===== config.mk =====
export PLATFORM = sky130hd
export DESIGN_NAME = breathing_light_array
export DESIGN_NICKNAME = d
export VERILOG_FILES = /design/src/rtl/breathing_light_array.sv
export SDC_FILE = /design/constraint.sdc
export NUM_CORES = 1
export LEC_CHECK = 0
export BUFFER_PORTS_ARGS = -buffer_cell sky130_fd_sc_hd__buf_2
export CAP_MARGIN = 10
export CORE_MARGIN = 3
export CORE_UTILIZATION = 35
export CTS_BUF_LIST = sky130_fd_sc_hd__clkbuf_4
export DETAILED_ROUTE_END_ITERATION = 8
export MAX_ROUTING_LAYER = met4
export PLACE_DENSITY_LB_ADDON = 0.15
export SKIP_CTS_REPAIR_TIMING = 1
export SLEW_MARGIN = 20
export SYNTH_ARGS = -nofsm -noshare
export SYNTH_HDL_FRONTEND = slang
export SYNTH_SLANG_ARGS = --single-unit

===== constraint.sdc =====
create_clock -name clk -period 2.95 [get_ports clk]
set_clock_uncertainty 0.05 [all_clocks]
set_input_delay 0.1475 -clock clk [delete_from_list [all_inputs] [get_ports clk]]
set_output_delay 0.1475 -clock clk [all_outputs]
set_load 0.01 [all_outputs]

===== src/rtl/breathing_light_array.sv =====
// breathing_light_array
//   Drives CH LEDs with phase-staggered triangle-wave PWM breathing. A
//   debounced button steps the block through OFF -> BREATHE -> BLINK -> SOLID.
//
//   Parameters
//     CH       number of LED channels (1..16)
//     PWM_W    PWM counter width; brightness 0..MAX, MAX = 2^PWM_W-1
//     STEP_DIV PWM periods per brightness step (>=1)
//   Ports
//     clk      system clock
//     rst      asynchronous active-high reset
//     btn      debounced button level, synchronous to clk
//     light    registered LED drive, one bit per channel
//     mode     registered mode: 0 OFF, 1 BREATHE, 2 BLINK, 3 SOLID
//
//   breathing_light_lane computes the next light bit for one channel from the
//   shared counters; the top holds the counters, the mode FSM and the output
//   register.

module breathing_light_lane #(
    parameter int PWM_W = 8,
    parameter int CH    = 4,
    parameter int IDX   = 0
) (
    input  logic [PWM_W:0]   ph,
    input  logic [PWM_W-1:0] pwm_cnt,
    input  logic [1:0]       mode,
    output logic             light_nxt
);
    localparam logic [1:0] MODE_OFF     = 2'd0;
    localparam logic [1:0] MODE_BREATHE = 2'd1;
    localparam logic [1:0] MODE_BLINK   = 2'd2;
    localparam logic [1:0] MODE_SOLID   = 2'd3;

    localparam int            OFS    = (2 ** (PWM_W + 1)) / CH;
    localparam logic [PWM_W:0] PH_OFS = (PWM_W + 1)'(IDX * OFS);
    localparam logic           ODD    = ((IDX % 2) != 0) ? 1'b1 : 1'b0;

    logic [PWM_W:0]   p;
    logic [PWM_W-1:0] lvl;

    // Phase wraps naturally in PWM_W+1 bits; upper half mirrors the ramp
    // (MAX - x is the bitwise inverse for an all-ones MAX).
    assign p   = ph + PH_OFS;
    assign lvl = p[PWM_W] ? ~p[PWM_W-1:0] : p[PWM_W-1:0];

    always_comb begin
        light_nxt = 1'b0;
        case (mode)
            MODE_OFF:     light_nxt = 1'b0;
            MODE_BREATHE: light_nxt = (pwm_cnt < lvl);
            MODE_BLINK:   light_nxt = ph[PWM_W] ^ ODD;
            MODE_SOLID:   light_nxt = 1'b1;
            default:      light_nxt = 1'b0;
        endcase
    end
endmodule

module breathing_light_array #(
    parameter int CH       = 4,
    parameter int PWM_W    = 8,
    parameter int STEP_DIV = 1000
) (
    input  logic          clk,
    input  logic          rst,
    input  logic          btn,
    output logic [CH-1:0] light,
    output logic [1:0]    mode
);
    localparam logic [1:0] MODE_BREATHE = 2'd1;

    localparam int                DIV_W   = (STEP_DIV > 1) ? $clog2(STEP_DIV) : 1;
    localparam logic [DIV_W-1:0]  DIV_TOP = DIV_W'(STEP_DIV - 1);
    localparam logic [PWM_W-1:0]  PWM_TOP = {PWM_W{1'b1}};

    logic [PWM_W-1:0] pwm_cnt;
    logic [DIV_W-1:0] div_cnt;
    logic [PWM_W:0]   ph;
    logic             btn_q;
    logic             adv;
    logic [CH-1:0]    light_nxt;

    assign adv = btn & ~btn_q;

    for (genvar i = 0; i < CH; i++) begin : g_lane
        breathing_light_lane #(
            .PWM_W (PWM_W),
            .CH    (CH),
            .IDX   (i)
        ) u_lane (
            .ph        (ph),
            .pwm_cnt   (pwm_cnt),
            .mode      (mode),
            .light_nxt (light_nxt[i])
        );
    end

    // btn_q resets high so a button held through reset does not count as a
    // press. A mode step clears all counters and takes priority over wraps,
    // so every mode starts at phase 0.
    always_ff @(posedge clk or posedge rst) begin
        if (rst) begin
            pwm_cnt <= '0;
            div_cnt <= '0;
            ph      <= '0;
            btn_q   <= 1'b1;
            mode    <= MODE_BREATHE;
            light   <= '0;
        end else begin
            btn_q <= btn;
            light <= light_nxt;
            if (adv) begin
                mode    <= mode + 2'd1;
                pwm_cnt <= '0;
                div_cnt <= '0;
                ph      <= '0;
            end else begin
                pwm_cnt <= pwm_cnt + 1'b1;
                if (pwm_cnt == PWM_TOP) begin
                    if (div_cnt == DIV_TOP) begin
                        div_cnt <= '0;
                        ph      <= ph + 1'b1;
                    end else begin
                        div_cnt <= div_cnt + 1'b1;
                    end
                end
            end
        end
    end
endmodule


# Yosys cells after proc, flatten, opt, wreduce, memory -nomap -nowiden
# Cells that the tools add are included.
[op_classes] add_sub_neg=7 n_reduce_logical=4 eq_ne=5 magnitude_cmp=4 n_mux=15 n_bitwise=7
[op_table] cell="2-to-1 mux 8 bit" count=5
[op_table] cell="less-than comparator 8 bit" count=4
[op_table] cell="inverter 8 bit" count=4
[op_table] cell="2-to-1 mux 10 bit" count=3
[op_table] cell="2-to-1 mux 9 bit" count=3
[op_table] cell="adder 9 bit (second input constant)" count=2
[op_table] cell="case mux 1 bit (4 select lines)" count=4
[op_table] cell="adder 10 x 1 -> 10 bit (second input constant)" count=1
[op_table] cell="equality test 10 bit (second input constant)" count=1
[op_table] cell="adder 9 x 1 -> 9 bit (second input constant)" count=1
[op_table] cell="adder 9 x 8 -> 9 bit (second input constant)" count=1
[op_table] cell="adder 8 x 1 -> 8 bit (second input constant)" count=1
[op_table] cell="equality test 8 bit (second input constant)" count=1
[op_table] cell="equality test 2 bit (second input constant)" count=2
[op_table] cell="nonzero test 2 bit" count=2
[op_table] cell="adder 2 x 1 -> 2 bit (second input constant)" count=1
[op_table] cell="equality test 2 x 1 -> 1 bit (second input constant)" count=1
[op_table] cell="logical NOT 2 bit" count=1
[op_table] cell="inverter 1 bit" count=2
[op_table] cell="AND reduction 2 bit" count=1
[op_table] cell="AND 1 bit" count=1
[word_totals] wordCells=48 input_bits=3 reg_bits=34

# Longest topological paths before layout
# Gate-level depths: netlist (run 1).
[logic_depth] word_depth=5 mapped_depth=10

# Cells and area by module
# A second synthesis (run 1) with hierarchy kept.
[unflattened] hier_cells=276 hier_area_um2=2673.8
[modules_own_cells] mod="breathing_light_array" n_inst=1 seq_area_each_um2=853.3 area_each_um2=1637.8 cells_each=158
[modules_own_cells] mod="breathing_light_lane at g_lane[1].u_lane" n_inst=1 seq_area_each_um2=0.0 area_each_um2=277.8 cells_each=32
[modules_own_cells] mod="breathing_light_lane at g_lane[3].u_lane" n_inst=1 seq_area_each_um2=0.0 area_each_um2=257.7 cells_each=30
[modules_own_cells] mod="breathing_light_lane at g_lane[0].u_lane" n_inst=1 seq_area_each_um2=0.0 area_each_um2=252.7 cells_each=28
[modules_own_cells] mod="breathing_light_lane at g_lane[2].u_lane" n_inst=1 seq_area_each_um2=0.0 area_each_um2=247.7 cells_each=28

# Worst setup path before layout (run 1)
# Ideal clock, no wire load.
[synth_path] path_kind="register -> register" startpoint="reg ph[8]" endpoint="reg light[3]" path_buffers=1 slack_ns=0.756 path_stages_with_launch=11 arrival_ns=2.057 required_ns=2.813 period_less_slack_ns=2.194 path_cell_list="dfrtp_1 > buf_2 > xnor2_1 > inv_1 > xnor2_1 > inv_1 > ha_1 > a21o_1 > a221oi_1 > o2111ai_1 > o211ai_1"
[synth_between] elab_chain_cells=4
[synth_lines] element="start: declaration" line_no="78" source="logic [PWM_W:0] ph;"
[synth_lines] element="start signal: assignment" line_no="122" source="ph <= ph + 1'b1;"
[synth_lines] element="adder 9 bit" line_no="44" source="assign p = ph + PH_OFS;"
[synth_lines] element="2-to-1 mux 8 bit" line_no="45" source="assign lvl = p[PWM_W] ? ~p[PWM_W-1:0] : p[PWM_W-1:0];"
[synth_lines] element="less-than comparator 8 bit" line_no="51" source="MODE_BREATHE: light_nxt = (pwm_cnt < lvl);"
[synth_lines] element="case mux 1 bit (4 select lines) (*)" line_no="49" source="case (mode)"
[synth_lines] element="named net g_lane[3].u_lane.light_nxt" line_no="28" source="output logic light_nxt"
[synth_lines] element="end signal: assignment" line_no="111" source="light <= light_nxt;"
[synth_lines] element="end: declaration" line_no="67" source="output logic [CH-1:0] light,"
# The timed path passes the listed nets; every way through them passes the cells marked *.
# A chain may end at the register's enable or synchronous reset.

# Worst setup path in the final report (run 1)
# Ends and elaborated chain as after synthesis.

==> impl_metrics.json, run 1 <==
{
  "cts_buffer_depth": 2,
  "intPower_mw": 0.922,
  "syn_inst": 282,
  "postSynthAreaPerCell_um2": 9.07,
  "yosysTopAreaCellShare": 0.313,
  "power.leakage_nw": 1.28,
  "synth_commonest_cells": "ha_1, dfrtp_1, a21oi_1, inv_1, nand2_1",
  "clkTransAtPathRegs_ps": 120,
  "yosys-top-cells-area": "dfrtp_1, ha_1, xnor2_1, a21oi_1, inv_1",
  "rsz0062_at_grt": "no",
  "synth_top_family_by_area": "simple AND/OR/NAND/NOR gates",
  "criticalPathCategory": "flop to flop",
  "cp.arrival_ps": 2750,
  "io_pins": 9,
  "drc": 0,
  "core_mm2": 0.00694,
  "yosys.area_share.simple": 0.203,
  "drive_above_1_share": 0.0868,
  "ys_types": 46,
  "seqPwrFrac": 0.428,
  "final_nets": 325,
  "clk_latency_ps": 350,
  "hold_class": "input port to asynchronous set/reset pin",
  "power_frac_comb": 0.319,
  "cp_max_fo": 12,
  "fin_crit_sh": 0.854,
  "ys_ff_latch": 34,
  "dieArea_mm2": 0.00837,
  "fp.dieH_um": 91.5,
  "dp_hpwl_mm": 4.11,
  "grt_max_degree": 35,
  "initial_utilization": 0.368,
  "rr_endpoint": "light[3]",
  "run_status": "completed",
  "ant_nets": 0,
  "drv_cap": 0,
  "synth_ff_type": "dfrtp_1",
  "vdd_ir_drop_max_v": 0.000219,
  "grtUsageTotal": 0.148,
  "p_sw_frac": 0.353,
  "drt-initial-drc-count": 77,
  "finalMaxSlewViolations": 0,
  "synthXorXnorAreaFrac": 0.0846,
  "antenna_cells": 0,
  "io_buffers": 8,
  "final_core_util": 0.399,
  "cp_data_required_time_ps": 3180,
  "syn_nets": 320,
  "synth-seq-area-share": 0.334,
  "p_switching_mw": 0.504,
  "ff2ff_setup_slack_ps": 430,
  "synthToLayoutAreaGrowth_pct": 8.41,
  "layout_setup_ws_ps": 431,
  "cts_tree": "yes",
  "fin_crit_ps": 2520,
  "row_count": 30,
  "synth_edf_count": 0,
  "yosysTopAreaCell": "dfrtp_1",
  "worst_slew_pin_slew_ps": 818,
  "gp_congestion": 0.808,
  "antenna_found_initial": 0,
  "setup_violations": 0,
  "synthMuxAreaShare": 0.00391,
  "yosys.area_share.adder": 0.171,
  "netlist_area_mm2": 0.00256,
  "vias": 2070,
  "overflow": 0,
  "powerDensity_mw_per_mm2": 514,
  "grt_pass1_vias": 1872,
  "tns_ps": 0,
  "viasPerCell": 5.39,
  "htreeDepth": 2,
  "post-place-ws_ps": 476,
  "fmax_mhz": 397,
  "synth-compound-area-share": 0.153,
  "die_w_um": 91.5,
  "ys_warn_count": 0,
  "yosysMostFrequentCell": "ha_1",
  "r2r_cells": 9,
  "cts_buffers": 5,
  "cts_sinks": 34,
  "endpoint_kind": "flop",
  "clockRootBuffer": "clkbuf_4",
  "total_power_mw": 1.43,
  "grt_first_pass_wirelength_mm": 9.70,
  "async_reset_ff_frac": 1.00,
  "start_kind": "flop",
  "routed_wl_mm": 5.71,
  "drt-wirelength-per-cell_um": 14.9,
  "r2r-start": "ph[8]",
  "power_frac_clock": 0.253,
  "finalHoldViolCount": 0,
  "max_slew_margin": 0.450,
  "drt-pass1-iter-count": 5
}
## stage by stage
stage	instance area (um2)	std cells	hold slack, ps
after floorplan	2560	282	102
after global placement	2670	374	221
after detailed placement	2670	374	223
after CTS	2750	382	-157
after global routing	2770	384	395
final	2770	384	382
## sequential cells by signal, summed over array words and instances (netlist names)
name / count
mode: 2
ph: 9
div_cnt: 10
pwm_cnt: 8
light: 4
btn_q: 1
## power groups by stage
stage                     Combinational (mW)  Clock, mW  Sequential (mW)
final                                  0.456      0.361            0.610
after global routing                   0.517      0.390            0.623
after CTS                              0.456      0.374            0.611
after detailed placement               0.452          0            0.621
after global placement                 0.448          0            0.618
after floorplan                        0.305          0            0.616
## worst max-delay path: stages (launching register included)
cell,delay [ps]
dfrtp_1,730
xnor2_1,220
inv_1,100
xnor2_1,200
inv_1,70
ha_1,290
a21o_1,160
a221oi_1,330
o2111ai_1,180
o211ai_1,120
## worst max-delay path by stage
stage                      from  slack (ps)       end  cells after the start
after global placement    ph[8]         570  light[3]                      9
after floorplan           ph[8]         760  light[3]                     10
after detailed placement  ph[8]         480  light[3]                      9
after CTS                 ph[8]         440  light[3]                      9
final                     ph[8]         430  light[3]                      9
after global routing      ph[8]         200  light[3]                      9
## final cells by class
cell class                 count  area [um2]
fill                         704        4170
multi-input combinational    215        1570
sequential                    34         853
tap                           96         120
timing repair buffer          12        75.1
inverter                      19        71.3
clock buffer                   6        45.0
clock inverter                 2        33.8
## per-layer routing
metal,track usage,vias to the layer above,wire (um)
met5,-,-,0
met4,0.0415,0,63
met3,0.0298,5,101
met2,0.215,18,2470
met1,0.210,1010,3080
li1,-,1037,-
## cells in the final DEF, fill, tap and decap left out, types with 3 or more instances in the layout
cell type | synthesis | routed
nor2_1 | 16 | 16
o41ai_1 | 3 | 3
xor2_1 | 6 | 6
nor3_1 | 5 | 5
dfrtp_1 | 32 | 32
nand4_1 | 11 | 11
nand3_1 | 12 | 12
inv_1 | 19 | 19
a31oi_1 | 3 | 3
o31ai_1 | 5 | 5
or3_1 | 4 | 4
nor4_1 | 3 | 3
or4_1 | 5 | 5
clkbuf_4 | 0 | 6
o21ai_0 | 9 | 9
ha_1 | 35 | 35
a21oi_1 | 23 | 23
nand2b_1 | 6 | 6
and2_1 | 3 | 3
xnor2_1 | 16 | 16
and3_1 | 4 | 4
nand2_1 | 17 | 17
buf_2 | 5 | 8
## cell families after synthesis
kind of cell               after synthesis
and+or+nand+nor                         95
buffers and inverters                   33
AOI/OAI and AO/OA                       61
muxes                                    1
adders and majority gates               35
xor gates and xnor gates                23
DFF                                     34
No activity file was read; power rests on OpenSTA's default activity.
==> run 2, diff against run 1 <==
==> constraint.sdc (replaced) <==
create_clock -name clk -period 2.8 [get_ports clk]
set_clock_uncertainty 0.05 [all_clocks]
set_input_delay 0.14 -clock clk [delete_from_list [all_inputs] [get_ports clk]]
set_output_delay 0.14 -clock clk [all_outputs]
set_load 0.01 [all_outputs]
==> run 2 against run 1 <==
  * Non-clock buffer count up 2
  * Sequential share of layout area fell by 0.47 points
  * Maximum frequency up 1.3%
  * Setup slack worse by 120 ps
  * Final cell count grew 0.52%
  * Global-route usage shrank 0.17 points
  * Critical path type unchanged
  * Critical endpoint unchanged
==> impl_metrics.json, run 2 (synthesis results as in run 1) <==
{
  "run_status": "completed",
  "synthToLayoutAreaGrowth_pct": 10.1,
  "power.leakage_nw": 1.30,
  "row_count": 30,
  "cts_buffer_depth": 2,
  "hold_class": "input port to asynchronous set/reset pin",
  "vdd_ir_drop_max_v": 0.000287,
  "grt_busiest_layer": "met2",
  "routed_wl_mm": 5.77,
  "worst_slew_pin_slew_ps": 738,
  "io_buffers": 8,
  "cp_max_fo": 12,
  "crit_start": "ph[8]",
  "max_slew_margin": 0.508,
  "cp.arrival_ps": 2720,
  "drt-wirelength-per-cell_um": 14.9,
  "endpoint": "light[3]",
  "clkTransAtPathRegs_ps": 140,
  "grt_pass1_vias": 1887,
  "fin_crit_ps": 2490,
  "overflow": 0,
  "cts_tree": "yes",
  "reg.largest.list": "div_cnt: 10 flops, ph: 9 flops, pwm_cnt: 8 flops",
  "initial_utilization": 0.368,
  "powerDensity_mw_per_mm2": 570,
  "criticalPathCategory": "flop to flop",
  "grt_max_degree": 35,
  "dp_hpwl_mm": 4.20,
  "vias": 2039,
  "drt-pass1-iter-count": 4,
  "htreeDepth": 2,
  "largest_register_ffs": 10,
  "drc": 0,
  "drv_cap": 0,
  "io_pins": 9,
  "cts_sinks": 34,
  "fill_cells": 702,
  "rsz0062_at_grt": "no",
  "core_mm2": 0.00694,
  "antenna_cells": 0,
  "r2r-start": "ph[8]",
  "tns_ps": 0,
  "gp_congestion": 0.815,
  "cp_data_required_time_ps": 3030,
  "grt_use_met2": 0.210,
  "layout_setup_ws_ps": 313,
  "grt_first_pass_wirelength_mm": 9.56,
  "final_common_cell": "ha_1",
  "clk_latency_ps": 350,
  "antenna_found_initial": 0,
  "die_w_um": 91.5,
  "setup_violations": 0,
  "final_nets": 327,
  "met3_usage": 0.0282,
  "fmax_mhz": 402,
  "start_kind": "flop",
  "fp.dieH_um": 91.5,
  "finalMaxSlewViolations": 0,
  "fin_crit_sh": 0.888,
  "met1_usage": 0.209,
  "finalHoldViolCount": 0,
  "clockRootBuffer": "clkbuf_4",
  "post-place-ws_ps": 331,
  "r2r_cells": 9,
  "ff2ff_setup_slack_ps": 310,
  "top_register": "div_cnt",
  "grtUsageTotal": 0.147,
  "endpoint_kind": "flop",
  "cts_buffers": 5,
  "viasPerCell": 5.28,
  "drt-initial-drc-count": 110,
  "drive_above_1_share": 0.0966,
  "final_cell_mix": "ha_1, dfrtp_1, a21oi_1",
  "dieArea_mm2": 0.00837,
  "rr_endpoint": "light[3]",
  "ant_nets": 0
}
[run 2: changes by cell type in the layout (fill, tap and decap cells not counted), sizes merged]
cell    previous run  this run
buf               10        12
clkbuf             6         5
bufinv             1         2
[run 2: where the power goes]
part / internal [mW] / total, mW / switching (mW)
clock network: 0.280 / 0.475 / 0.195
registers: 0.560 / 0.643 / 0.0828
logic: 0.219 / 0.486 / 0.267
[run 2: worst min-delay path by stage]
stage	endpoint	cells after the start	startpoint	slack, ps
finish	light[1]	4	rst	370
global placement	btn_q	1	btn	210
global route	btn_q	2	btn	410
CTS	light[1]	3	rst	-170
detailed placement	btn_q	1	btn	220
floorplan	btn_q	0	btn	90
[run 2: area by class of cell]
type / instances / area, um2 / share of cell area
well taps: 96 / 120 / 0.0427
clock buffers: 5 / 37.5 / 0.0133
multi-input cells: 215 / 1570 / 0.559
repair buffers: 14 / 90.1 / 0.0320
inverters: 19 / 71.3 / 0.0253
flip-flops and latches: 34 / 853 / 0.303
clock inverters: 3 / 68.8 / 0.0244
[run 2: through the flow]
| stage | utilization | instances | instance area (um2) | hold slack [ps] | power (mW) |
|---|---|---|---|---|---|
| after floorplan | - | 282 | 2560 | 94.5 | 0.970 |
| after global placement | 0.387 | 376 | 2690 | 214 | 1.13 |
| after detailed placement | 0.387 | 376 | 2690 | 220 | 1.13 |
| after CTS | 0.403 | 384 | 2800 | -168 | 1.61 |
| after global routing | 0.405 | 386 | 2820 | 407 | 1.73 |
| final | 0.405 | 386 | 2820 | 374 | 1.60 |
[run 2: metal layers]
| metal | vias to the layer above | wire [um] |
|---|---|---|
| met5 | - | 0 |
| met4 | 0 | 91 |
| met3 | 7 | 165 |
| met2 | 24 | 2420 |
| met1 | 968 | 3090 |
| li1 | 1040 | - |
[run 2: worst max-delay path, cell delays in order, from the launching register on]
cell	delay [ps]
dfrtp_1	730
xnor2_1	220
inv_1	100
xnor2_1	200
inv_1	70
ha_1	290
a21o_1	160
a221oi_1	320
o2111ai_1	160
o211ai_1	110
